$ cat src/rtl/dac_pkg.sv
// dac_pkg: definitions shared between the DAC update scheduler and the
// MCP47FEB I2C writer block, so both sides agree on encodings.
//   - sched_state_t : scheduler FSM state encoding (S_IDLE..S_GAP)
//   - DAC_VW        : DAC code width of the MCP47FEB (12 bits)
//   - MCP47FEB_*    : I2C address, volatile register map and command bits
package dac_pkg;

    localparam int DAC_VW = 12;

    typedef enum logic [1:0] {
        S_IDLE  = 2'd0,
        S_ISSUE = 2'd1,
        S_WAIT  = 2'd2,
        S_GAP   = 2'd3
    } sched_state_t;

    // 7-bit I2C address with A1/A0 strapped low
    localparam logic [6:0] MCP47FEB_I2C_ADDR        = 7'h60;

    // Volatile register addresses (5-bit memory map)
    localparam logic [4:0] MCP47FEB_REG_VOL_DAC0    = 5'h00;
    localparam logic [4:0] MCP47FEB_REG_VOL_DAC1    = 5'h01;
    localparam logic [4:0] MCP47FEB_REG_VOL_VREF    = 5'h08;
    localparam logic [4:0] MCP47FEB_REG_VOL_PD      = 5'h09;
    localparam logic [4:0] MCP47FEB_REG_GAIN_STATUS = 5'h0A;

    // Command bits C1:C0 in the command byte
    localparam logic [1:0] MCP47FEB_CMD_WRITE       = 2'b00;
    localparam logic [1:0] MCP47FEB_CMD_READ        = 2'b11;

endpackage

$ cat src/rtl/rr_arbiter_pick.sv
// rr_arbiter_pick: combinational round-robin first-set finder.
// Returns the index of the first set bit of req at or after ptr,
// wrapping around past NCH-1 back to 0.
// Ports:
//   req   in  NCH  request vector
//   ptr   in  CW   search start index (must be < NCH)
//   grant out CW   index of the selected request (0 when none)
//   any   out 1    at least one request is set
module rr_arbiter_pick #(
    parameter int NCH = 2,
    localparam int CW = (NCH > 1) ? $clog2(NCH) : 1
) (
    input  logic [NCH-1:0] req,
    input  logic [CW-1:0]  ptr,
    output logic [CW-1:0]  grant,
    output logic           any
);

    always_comb begin
        grant = '0;
        any   = 1'b0;
        for (int k = 0; k < NCH; k++) begin
            if (!any && req[(int'(ptr) + k) % NCH]) begin
                any   = 1'b1;
                grant = CW'((int'(ptr) + k) % NCH);
            end
        end
    end

endmodule

$ cat src/rtl/dac_update_scheduler.sv
// dac_update_scheduler: shares one MCP47FEB I2C DAC writer between NCH
// setpoint producers. Keeps the latest value per channel (coalescing
// repeated writes), picks pending channels round-robin and runs the
// enable/busy handshake with the writer, with an idle gap between
// transactions and an acceptance timeout.
// Optional build macro DAC_SCHED_REFRESH_EN: periodically marks every
// channel pending again after REFRESH_CYCLES quiet idle cycles, so DAC
// contents are restored after an external DAC reset or brown-out.
// Ports:
//   clk, rst       clock; asynchronous active-high reset
//   wr_en          per-channel write strobe
//   wr_data        per-channel values, channel i at [i*VW +: VW]
//   clear_overrun  clears all overrun flags
//   dac_enable     request to the DAC writer
//   dac_ch_sel     channel being written
//   dac_value      code being written
//   dac_busy       writer busy (acceptance until I2C complete)
//   pending        channel holds an unsent value
//   overrun        sticky: a value was replaced before being sent
//   timeout_err    one-cycle pulse when the writer never accepted
//   idle           nothing in flight and nothing pending
module dac_update_scheduler
    import dac_pkg::*;
#(
    parameter int NCH            = 2,
    parameter int VW             = DAC_VW,
    parameter int GAP_CYCLES     = 16,
    parameter int ACCEPT_TIMEOUT = 1023,
    parameter int REFRESH_CYCLES = 1000000,
    localparam int CW = (NCH > 1) ? $clog2(NCH) : 1
) (
    input  logic            clk,
    input  logic            rst,
    input  logic [NCH-1:0]    wr_en,
    input  logic [NCH*VW-1:0] wr_data,
    input  logic            clear_overrun,
    output logic            dac_enable,
    output logic [CW-1:0]   dac_ch_sel,
    output logic [VW-1:0]   dac_value,
    input  logic            dac_busy,
    output logic [NCH-1:0]  pending,
    output logic [NCH-1:0]  overrun,
    output logic            timeout_err,
    output logic            idle
);

    // One counter serves both the accept timer and the gap timer.
    localparam int CNT_MAX = (ACCEPT_TIMEOUT > GAP_CYCLES) ? ACCEPT_TIMEOUT : GAP_CYCLES;
    localparam int CNT_W   = (CNT_MAX > 1) ? $clog2(CNT_MAX + 1) : 1;

    sched_state_t            state_q, state_d;
    logic [NCH-1:0]          pending_q, pending_d;
    logic [NCH-1:0]          overrun_q, overrun_d;
    logic [NCH-1:0][VW-1:0]  shadow_q, shadow_d;
    logic [CW-1:0]           rr_ptr_q, rr_ptr_d;
    logic [CW-1:0]           sel_q, sel_d;
    logic [VW-1:0]           value_q, value_d;
    logic                    enable_q, enable_d;
    logic                    tout_q, tout_d;
    logic [CNT_W-1:0]        cnt_q, cnt_d;

    logic [CW-1:0]           grant;
    logic                    any_req;
    logic                    issue;
    logic                    requeue;

`ifdef DAC_SCHED_REFRESH_EN
    localparam int RF_W = $clog2(REFRESH_CYCLES + 1);
    logic [RF_W-1:0]         refresh_q, refresh_d;
`endif

    rr_arbiter_pick #(
        .NCH (NCH)
    ) u_pick (
        .req   (pending_q),
        .ptr   (rr_ptr_q),
        .grant (grant),
        .any   (any_req)
    );

    always_comb begin
        state_d   = state_q;
        pending_d = pending_q;
        overrun_d = overrun_q;
        shadow_d  = shadow_q;
        rr_ptr_d  = rr_ptr_q;
        sel_d     = sel_q;
        value_d   = value_q;
        enable_d  = enable_q;
        tout_d    = 1'b0;
        cnt_d     = cnt_q;
        issue     = 1'b0;
        requeue   = 1'b0;

        case (state_q)
            S_IDLE: begin
                cnt_d = '0;
                if (any_req) begin
                    issue    = 1'b1;
                    sel_d    = grant;
                    value_d  = shadow_q[grant];
                    enable_d = 1'b1;
                    state_d  = S_ISSUE;
                end
            end
            S_ISSUE: begin
                cnt_d = cnt_q + 1'b1;
                // Acceptance wins over a timeout landing in the same cycle.
                if (dac_busy) begin
                    enable_d = 1'b0;
                    cnt_d    = '0;
                    state_d  = S_WAIT;
                end else if (cnt_q == CNT_W'(ACCEPT_TIMEOUT - 1)) begin
                    enable_d = 1'b0;
                    requeue  = 1'b1;
                    tout_d   = 1'b1;
                    cnt_d    = '0;
                    state_d  = S_GAP;
                end
            end
            S_WAIT: begin
                if (!dac_busy) begin
                    rr_ptr_d = (int'(sel_q) == NCH - 1) ? '0 : sel_q + 1'b1;
                    cnt_d    = '0;
                    state_d  = S_GAP;
                end
            end
            S_GAP: begin
                // GAP_CYCLES of 0 still spends one cycle here.
                if ((int'(cnt_q) + 1) >= GAP_CYCLES) begin
                    cnt_d   = '0;
                    state_d = S_IDLE;
                end else begin
                    cnt_d = cnt_q + 1'b1;
                end
            end
            default: state_d = S_IDLE;
        endcase

        if (clear_overrun) begin
            overrun_d = '0;
        end

        // Order matters: a write on the channel being issued re-arms pending
        // after the issue cleared it, so the newer value goes out later.
        for (int i = 0; i < NCH; i++) begin
            if (issue && int'(grant) == i) begin
                pending_d[i] = 1'b0;
            end
            if (requeue && int'(sel_q) == i) begin
                pending_d[i] = 1'b1;
            end
            if (wr_en[i]) begin
                shadow_d[i]  = wr_data[i*VW +: VW];
                pending_d[i] = 1'b1;
                if (pending_q[i] && !(issue && int'(grant) == i)) begin
                    overrun_d[i] = 1'b1;
                end
            end
        end

`ifdef DAC_SCHED_REFRESH_EN
        refresh_d = refresh_q;
        if (issue) begin
            refresh_d = '0;
        end else if (state_q == S_IDLE && pending_q == '0) begin
            if (refresh_q == RF_W'(REFRESH_CYCLES - 1)) begin
                refresh_d = '0;
                pending_d = '1;
            end else begin
                refresh_d = refresh_q + 1'b1;
            end
        end
`endif
    end

    always_ff @(posedge clk or posedge rst) begin
        if (rst) begin
            state_q   <= S_IDLE;
            pending_q <= '0;
            overrun_q <= '0;
            shadow_q  <= '0;
            rr_ptr_q  <= '0;
            sel_q     <= '0;
            value_q   <= '0;
            enable_q  <= 1'b0;
            tout_q    <= 1'b0;
            cnt_q     <= '0;
        end else begin
            state_q   <= state_d;
            pending_q <= pending_d;
            overrun_q <= overrun_d;
            shadow_q  <= shadow_d;
            rr_ptr_q  <= rr_ptr_d;
            sel_q     <= sel_d;
            value_q   <= value_d;
            enable_q  <= enable_d;
            tout_q    <= tout_d;
            cnt_q     <= cnt_d;
        end
    end

`ifdef DAC_SCHED_REFRESH_EN
    always_ff @(posedge clk or posedge rst) begin
        if (rst) begin
            refresh_q <= '0;
        end else begin
            refresh_q <= refresh_d;
        end
    end
`endif

    assign dac_enable  = enable_q;
    assign dac_ch_sel  = sel_q;
    assign dac_value   = value_q;
    assign pending     = pending_q;
    assign overrun     = overrun_q;
    assign timeout_err = tout_q;
    assign idle        = (state_q == S_IDLE) && (pending_q == '0);

endmodule

$ cat config.mk
export PLATFORM = sky130hd
export DESIGN_NAME = dac_update_scheduler
export DESIGN_NICKNAME = d
export VERILOG_FILES = /design/src/rtl/dac_pkg.sv /design/src/rtl/rr_arbiter_pick.sv /design/src/rtl/dac_update_scheduler.sv
export SDC_FILE = /design/constraint.sdc
export NUM_CORES = 1
export LEC_CHECK = 0
export CORE_MARGIN = 5
export CORE_UTILIZATION = 50
export DETAILED_ROUTE_END_ITERATION = 16
export HOLD_SLACK_MARGIN = 0.15
export PLACE_DENSITY = 0.76
export SLEW_MARGIN = 30
export SYNTH_ARGS = -nofsm -noshare
export SYNTH_HDL_FRONTEND = slang
export SYNTH_HIERARCHICAL = 1
export SYNTH_SLANG_ARGS = --single-unit
$ cat constraint.sdc
create_clock -name clk -period 2.9 [get_ports clk]
set_input_delay 0.725 -clock clk [delete_from_list [all_inputs] [get_ports clk]]
set_output_delay 0.725 -clock clk [all_outputs]
set_load 0.005 [all_outputs]
# After elaboration in Yosys (flattened, before gate mapping)
# Cells that the tools add are included.
[totals] regBits=56 latchBits=0 ramBits=0 romBits=0 inputBits=30 mem_count=0
[op_classes] add_sub_neg=4 mul=0 div_mod_pow=0 n_lt_le_gt_ge=4 n_eq_ne=8 shift=0 n_mux=43 bitwise=4 reduce_logical=20
[ops] op="$mux W10" count=4
[ops] op="$pmux W10 S4" count=1
[ops] op="$mux W1" count=28
[ops] op="$mux W12" count=2
[ops] op="$mux W2" count=6
[ops] op="$add A10 B1 Y11 const B" count=1
[ops] op="$ge A11 B5 Y1 const B" count=1
[ops] op="$add A10 B1 Y10 const B" count=1
[ops] op="$eq A10 B10 Y1 const B" count=1
[ops] op="$logic_and A1 B1 Y1" count=8
[ops] op="$pmux W2 S4" count=1
[ops] op="$ne A2 B2 Y1 const B" count=3
[ops] op="$reduce_bool A3 Y1" count=2
[ops] op="$eq A2 B2 Y1 const B" count=2
[ops] op="$logic_not A2 Y1" count=2
[ops] op="$lt A1 B2 Y1 const B" count=2
[ops] op="$reduce_and A2 Y1" count=2
[ops] op="$reduce_and A4 Y1" count=1
[ops] op="$logic_not A1 Y1" count=3
[ops] op="$lt A2 B3 Y1 const B" count=1
[ops] op="$ne A3 B3 Y1 const B" count=1
[ops] op="$not A1 Y1" count=3
[ops] op="$reduce_and A3 Y1" count=1
[ops] op="$add A1 B1 Y1 const B" count=2
[ops] op="other kinds (4)" count=4

# Logic depth before layout (Yosys ltp)
[logic_depth] depth_word=14 ltp_mapped=7 depth_no_buf=7

# Cells and area by module
# Netlist, hierarchy kept.
[by_module_without_submodules] module="dac_update_scheduler" instances=1 cells_per_inst=234 area_per_inst_um2=2630.0
[by_module_without_submodules] module="rr_arbiter_pick" instances=1 cells_per_inst=3 area_per_inst_um2=17.5

# Worst setup path before layout
# No wires, ideal clock.
[synth_path] path_kind="register to register" startpoint="register cnt_q[0]" endpoint="register state_q[1]" setup_ns=0.125 arrival_time_ns=2.038 required_time_ns=2.775 slack_ns=0.736 stages_incl_launch_ff=8 synth_period_minus_slack_ns=2.164 path_cell_list="dfrtp_1 > ha_1 > nand3_2 > o21a_1 > a311o_1 > a311oi_4 > nand2b_2 > mux2_4"
[synth_between] elab_chain_len=4 word_cells_on_any_way=6
[synth_rtl] element="start: declaration" line_no="dac_update_scheduler.sv:60" source="logic [CNT_W-1:0] cnt_q, cnt_d;"
[synth_rtl] element="start signal: assignment" line_no="dac_update_scheduler.sv:199" source="cnt_q <= cnt_d;"
[synth_rtl] element="$add A10 B1 Y11" line_no="dac_update_scheduler.sv:130" source="if ((int'(cnt_q) + 1) >= GAP_CYCLES) begin"
[synth_rtl] element="$ge A11 B5 Y1" line_no="dac_update_scheduler.sv:130"
[synth_rtl] element="$ne A2 B2 Y1 (no line)"
[synth_rtl] element="$reduce_and A4 Y1 (no line) *"
[synth_rtl] element="end signal: assignment" line_no="dac_update_scheduler.sv:190" source="state_q <= state_d;"
[synth_rtl] element="end: declaration" line_no="dac_update_scheduler.sv:51" source="sched_state_t state_q, state_d;"
# Every way passes the cells marked *; elsewhere a longest branch is shown, timed or not.
# A chain may end at the register's enable or synchronous reset.

# Worst setup path after layout
[layout_path] startpoint="register state_q[0]" endpoint="output port idle"
[layout_between] elab_chain_len=2
[layout_rtl] element="$logic_not A2 Y1" line_no="dac_update_scheduler.sv:219" source="assign idle = (state_q == S_IDLE) && (pending_q == '0);"
[layout_rtl] element="$logic_and A1 B1 Y1" line_no="dac_update_scheduler.sv:219"
[layout_rtl] element="end: declaration" line_no="dac_update_scheduler.sv:44" source="output logic idle"
# No other way between the ends.

==> results.md <==
Die:
- The initial utilization of the core area, before any placement, comes to 0.515.
- The die width is between 80 and 90 um.
- The die is 82.8 um tall.
- The number of placed I/O pins is 50.
- The number of placement rows is 26.
- The floorplan step defined a die boundary enclosing just under 0.007 mm^2.
- The placeable core region is a little over 0.005 mm^2.

Routing:
- In this run the remaining antenna-violating nets after routing total 0.
- Across all layers, the routed design uses about 1900 vias.
- In the routed design, unresolved DRC markers number 0.
- The total wire length is about 5500 um.
- The average via count per standard cell is 5.41.
- The per-cell routed wire length is around 15 um.
- The initial detailed-routing violation count is around 120.
- The number of iterations in the first detailed-routing pass is 4.

Timing:
- Derived from the worst setup path, the maximum achievable clock frequency is around 390 MHz.
- Setup violations remaining at the end of the flow were counted as 0.
- Setup repair after global routing left no endpoint under its margin.
- Setup total negative slack on the finished layout was measured at 0 ns.
- The worst max-slew margin expressed relative to the limit is 0.546.
- The number of endpoints with negative hold slack in the final report was 0.
- The worst path meets setup with 0.309 ns of slack.
- The clock arrives with around 0.0046 ns of skew.
- The share of the clock period used by the worst path is 0.893.
- The final-report max-slew violation count was 0.
- At the pin with the least slew margin, the transition time is about 0.68 ns.
- The post-layout minimum cycle time is 2.59 ns.

CTS:
- The TritonCTS clock tree is built.
- The hold buffer count at CTS is 0.
- CTS built an H-tree with a depth of 2.
- The insertion delay to the later sink of the worst-skew pair is approximately 0.31 ns.
- Post-CTS repair changed the size of 0 cells.
- After clock tree synthesis, the setup repair step added 0 buffers.
- The clock tree buffer depth is 2.
- Clock tree synthesis inserted a total of 5 buffers.
- The CTS sink count is 56.
- The root buffer cell chosen for the clock tree is sky130_fd_sc_hd__clkbuf_8.
- The clock transition at the registers of the reported paths is around 0.1 ns.

Yosys:
- In this run, synthesis produced a sequential element count of 56.
- Counting flops with an async set or reset pin after synthesis yields a share of 1.00.
- In this run, synthesis inferred 0 flip-flops with an integrated enable.
- The count of cell types in the netlist is 46.
- After technology mapping, the gate count stands at ~240.
- The mapped cell area is between 0.002 and 0.003 mm^2.
- For this run, the leading register cell type out of synthesis is sky130_fd_sc_hd__dfrtp_1.
- sky130_fd_sc_hd__dfrtp_1 takes more of the synthesized area than any other cell.
- Of the post-synthesis cell area, the dominant cell type holds 0.529.
- By area the synthesized netlist is led by sky130_fd_sc_hd__dfrtp_1 (53%), sky130_fd_sc_hd__mux2_2 (10%), sky130_fd_sc_hd__mux2i_1 (4.5%).
- The average instance in the mapped netlist occupies between 10 and 15 um^2.
- For this run, the register share of the synthesized area comes to 0.529.
- The number of synthesis warnings is 6.
- The number of nets in the synthesized netlist is approximately 270.

Setup path:
- The setup path with the least slack is of type reg -> out.
- The worst register-to-register path begins at cnt_q[0].
- The worst register-to-register path ends at state_q[1].
- In this run the register-to-register setup slack is 0.62 ns.
- STA classifies the critical path startpoint as a flop.
- Data on the critical path is required at its endpoint by approximately 2.2 ns.
- The number of cells on the worst reg-to-reg path is 7.
- Of all nets on the critical path, the largest fanout is 5.
- The worst setup path is captured at a primary output.
- STA puts the critical path data arrival time at 1.87 ns.

Min path:
- The number of cells on the worst hold path is 2.
- The kind of path behind the tightest hold check is reg -> reg.
- The destination of the worst hold path is dac_value[7].
- The start point of the worst min-delay path is dac_value[7].

Final layout:
- The share of post-route cells with drive strength above 1 is 0.149.
- 0 antenna diodes ended up in the layout.
- The final design instance area without fill is 0.00332 mm^2.
- The leading cell type in the layout, fill and taps excluded is sky130_fd_sc_hd__dfrtp_1.
- The library cells used most frequently in the layout, excluding fill and tap cells, are sky130_fd_sc_hd__dfrtp_1 (56), sky130_fd_sc_hd__clkdlybuf4s50_1 (49), sky130_fd_sc_hd__mux2_2 (24), sky130_fd_sc_hd__nand2_1 (24), sky130_fd_sc_hd__o21ai_0 (20).
- Compared with the post-synthesis result, the final layout area differs by 25.4%.
- In the final design database the tool counted about 320 nets.
- The non-filler instance count after layout is roughly 360.

Status:
- The run finished with clean final reports.

Placed design:
- The placer congestion estimate is 0.878.
- Prior to clock tree synthesis, the placed netlist has a worst setup slack of around 0.47 ns.
- The post-detailed-placement cell area is 0.00323 mm^2.
- The cell count after placement is approximately 350.
- The number of port buffers is 49.
- The half-perimeter wire length after detailed placement is around 4000 um.

GRT:
- In the global route stage, overall resource usage came out at 0.178.
- The overflow left after global routing is 0.
- The via count of the first global-routing pass is around 1900.
- The number of antenna violations at the first check in global routing was 0.
- The global-route wire length before repair is around 9300 um.
- The pin count of the biggest net entering global routing is 57.

Power and ir drop:
- Dividing total power by cell area gives a power density of about 800 mW/mm^2.
- For this design the static power due to leakage is roughly 1.4 nW.
- IR analysis of the VDD net gives a maximum drop of approximately 470 uV.
- The completed layout was analyzed and its total power is 2.59 mW.

Job:
- Max-cap violations in this run came to 0.
per-layer routing:
metal,GRT usage,up-vias,share of wire
li1,-,938,-
met1,0.226,955,0.44
met2,0.309,43,0.49
met3,0.0347,7,0.055
met4,0.0523,0,0.012
met5,0,-,0
sequential cells by signal, indices dropped and copies added (netlist names), 2 cells and up:
name,count
cnt_q,10
shadow_q,24
state_q,2
overrun,2
pending,2
dac_value,12
worst max-delay path, stage by stage (launching register included):
cell	delay [ns]
sky130_fd_sc_hd__dfrtp_1	0.43
sky130_fd_sc_hd__inv_1	0.13
sky130_fd_sc_hd__ha_1	0.24
sky130_fd_sc_hd__nor3b_1	0.22
sky130_fd_sc_hd__clkdlybuf4s50_1	0.53
Yosys cell counts, types with 2 or more instances:
cell	number
sky130_fd_sc_hd__dfrtp_1	56
sky130_fd_sc_hd__mux2_2	24
sky130_fd_sc_hd__nand2_1	24
sky130_fd_sc_hd__o21ai_0	20
sky130_fd_sc_hd__nor2_1	15
sky130_fd_sc_hd__mux2i_1	12
sky130_fd_sc_hd__inv_1	9
sky130_fd_sc_hd__nand3_1	8
sky130_fd_sc_hd__ha_1	6
sky130_fd_sc_hd__clkbuf_1	5
sky130_fd_sc_hd__o31ai_1	5
sky130_fd_sc_hd__and2_1	4
sky130_fd_sc_hd__a21oi_1	3
sky130_fd_sc_hd__nor3_1	3
sky130_fd_sc_hd__nor4_1	3
sky130_fd_sc_hd__a31oi_1	2
sky130_fd_sc_hd__and3_1	2
sky130_fd_sc_hd__buf_1	2
sky130_fd_sc_hd__buf_2	2
sky130_fd_sc_hd__nand2b_1	2
sky130_fd_sc_hd__nand4_1	2
sky130_fd_sc_hd__nor2b_1	2
sky130_fd_sc_hd__or2b_1	2
sky130_fd_sc_hd__xor2_1	2
kinds of logic (layout without fill, tap and decap cells):
| logic type | Yosys count | count (layout) | share of synthesized area |
|---|---|---|---|
| AOI/OAI and AO/OA | 44 | 44 | 0.112 |
| DFF | 56 | 56 | 0.529 |
| buffers and inverters | 18 | 70 | 0.0265 |
| xor gates and xnor gates | 3 | 3 | 0.00993 |
| adders and majority gates | 6 | 6 | 0.0284 |
| and+or+nand+nor | 73 | 73 | 0.140 |
| muxes | 37 | 37 | 0.153 |
stage by stage:
stage | util | hold WS, ns
after floorplan | - | 0.472
after global placement | 0.629 | 0.460
after detailed placement | 0.629 | 0.476
after CTS | 0.646 | 0.500
after global routing | 0.646 | 0.514
final | 0.646 | 0.493
power breakdown:
part | internal, mW | switching, mW | leakage (nW) | total [mW]
sequential | 0.968 | 0.135 | 0.682 | 1.10
combinational | 0.563 | 0.498 | 0.697 | 1.06
clock | 0.172 | 0.250 | 0.0414 | 0.422
layout make-up:
type / count / area [um^2]
clock buffers: 6 / 72.6
clock inverters: 2 / 16.3
fillers: 454 / 1820
inverters: 9 / 33.8
multi-input cells: 163 / 1180
flip-flops and latches: 56 / 1400
well taps: 70 / 87.6
repair buffers: 53 / 533
worst max path at each step:
stage,start,end,slack [ns],depth (start not counted)
after floorplan,cnt_q[0],state_q[1],0.74,7
after global placement,dac_busy,state_q[1],0.51,6
after detailed placement,dac_busy,state_q[1],0.47,6
after CTS,state_q[0],idle,0.30,4
after global routing,state_q[0],idle,0.13,4
final,state_q[0],idle,0.31,4
Note: power is estimated with default switching activity, not from simulation.
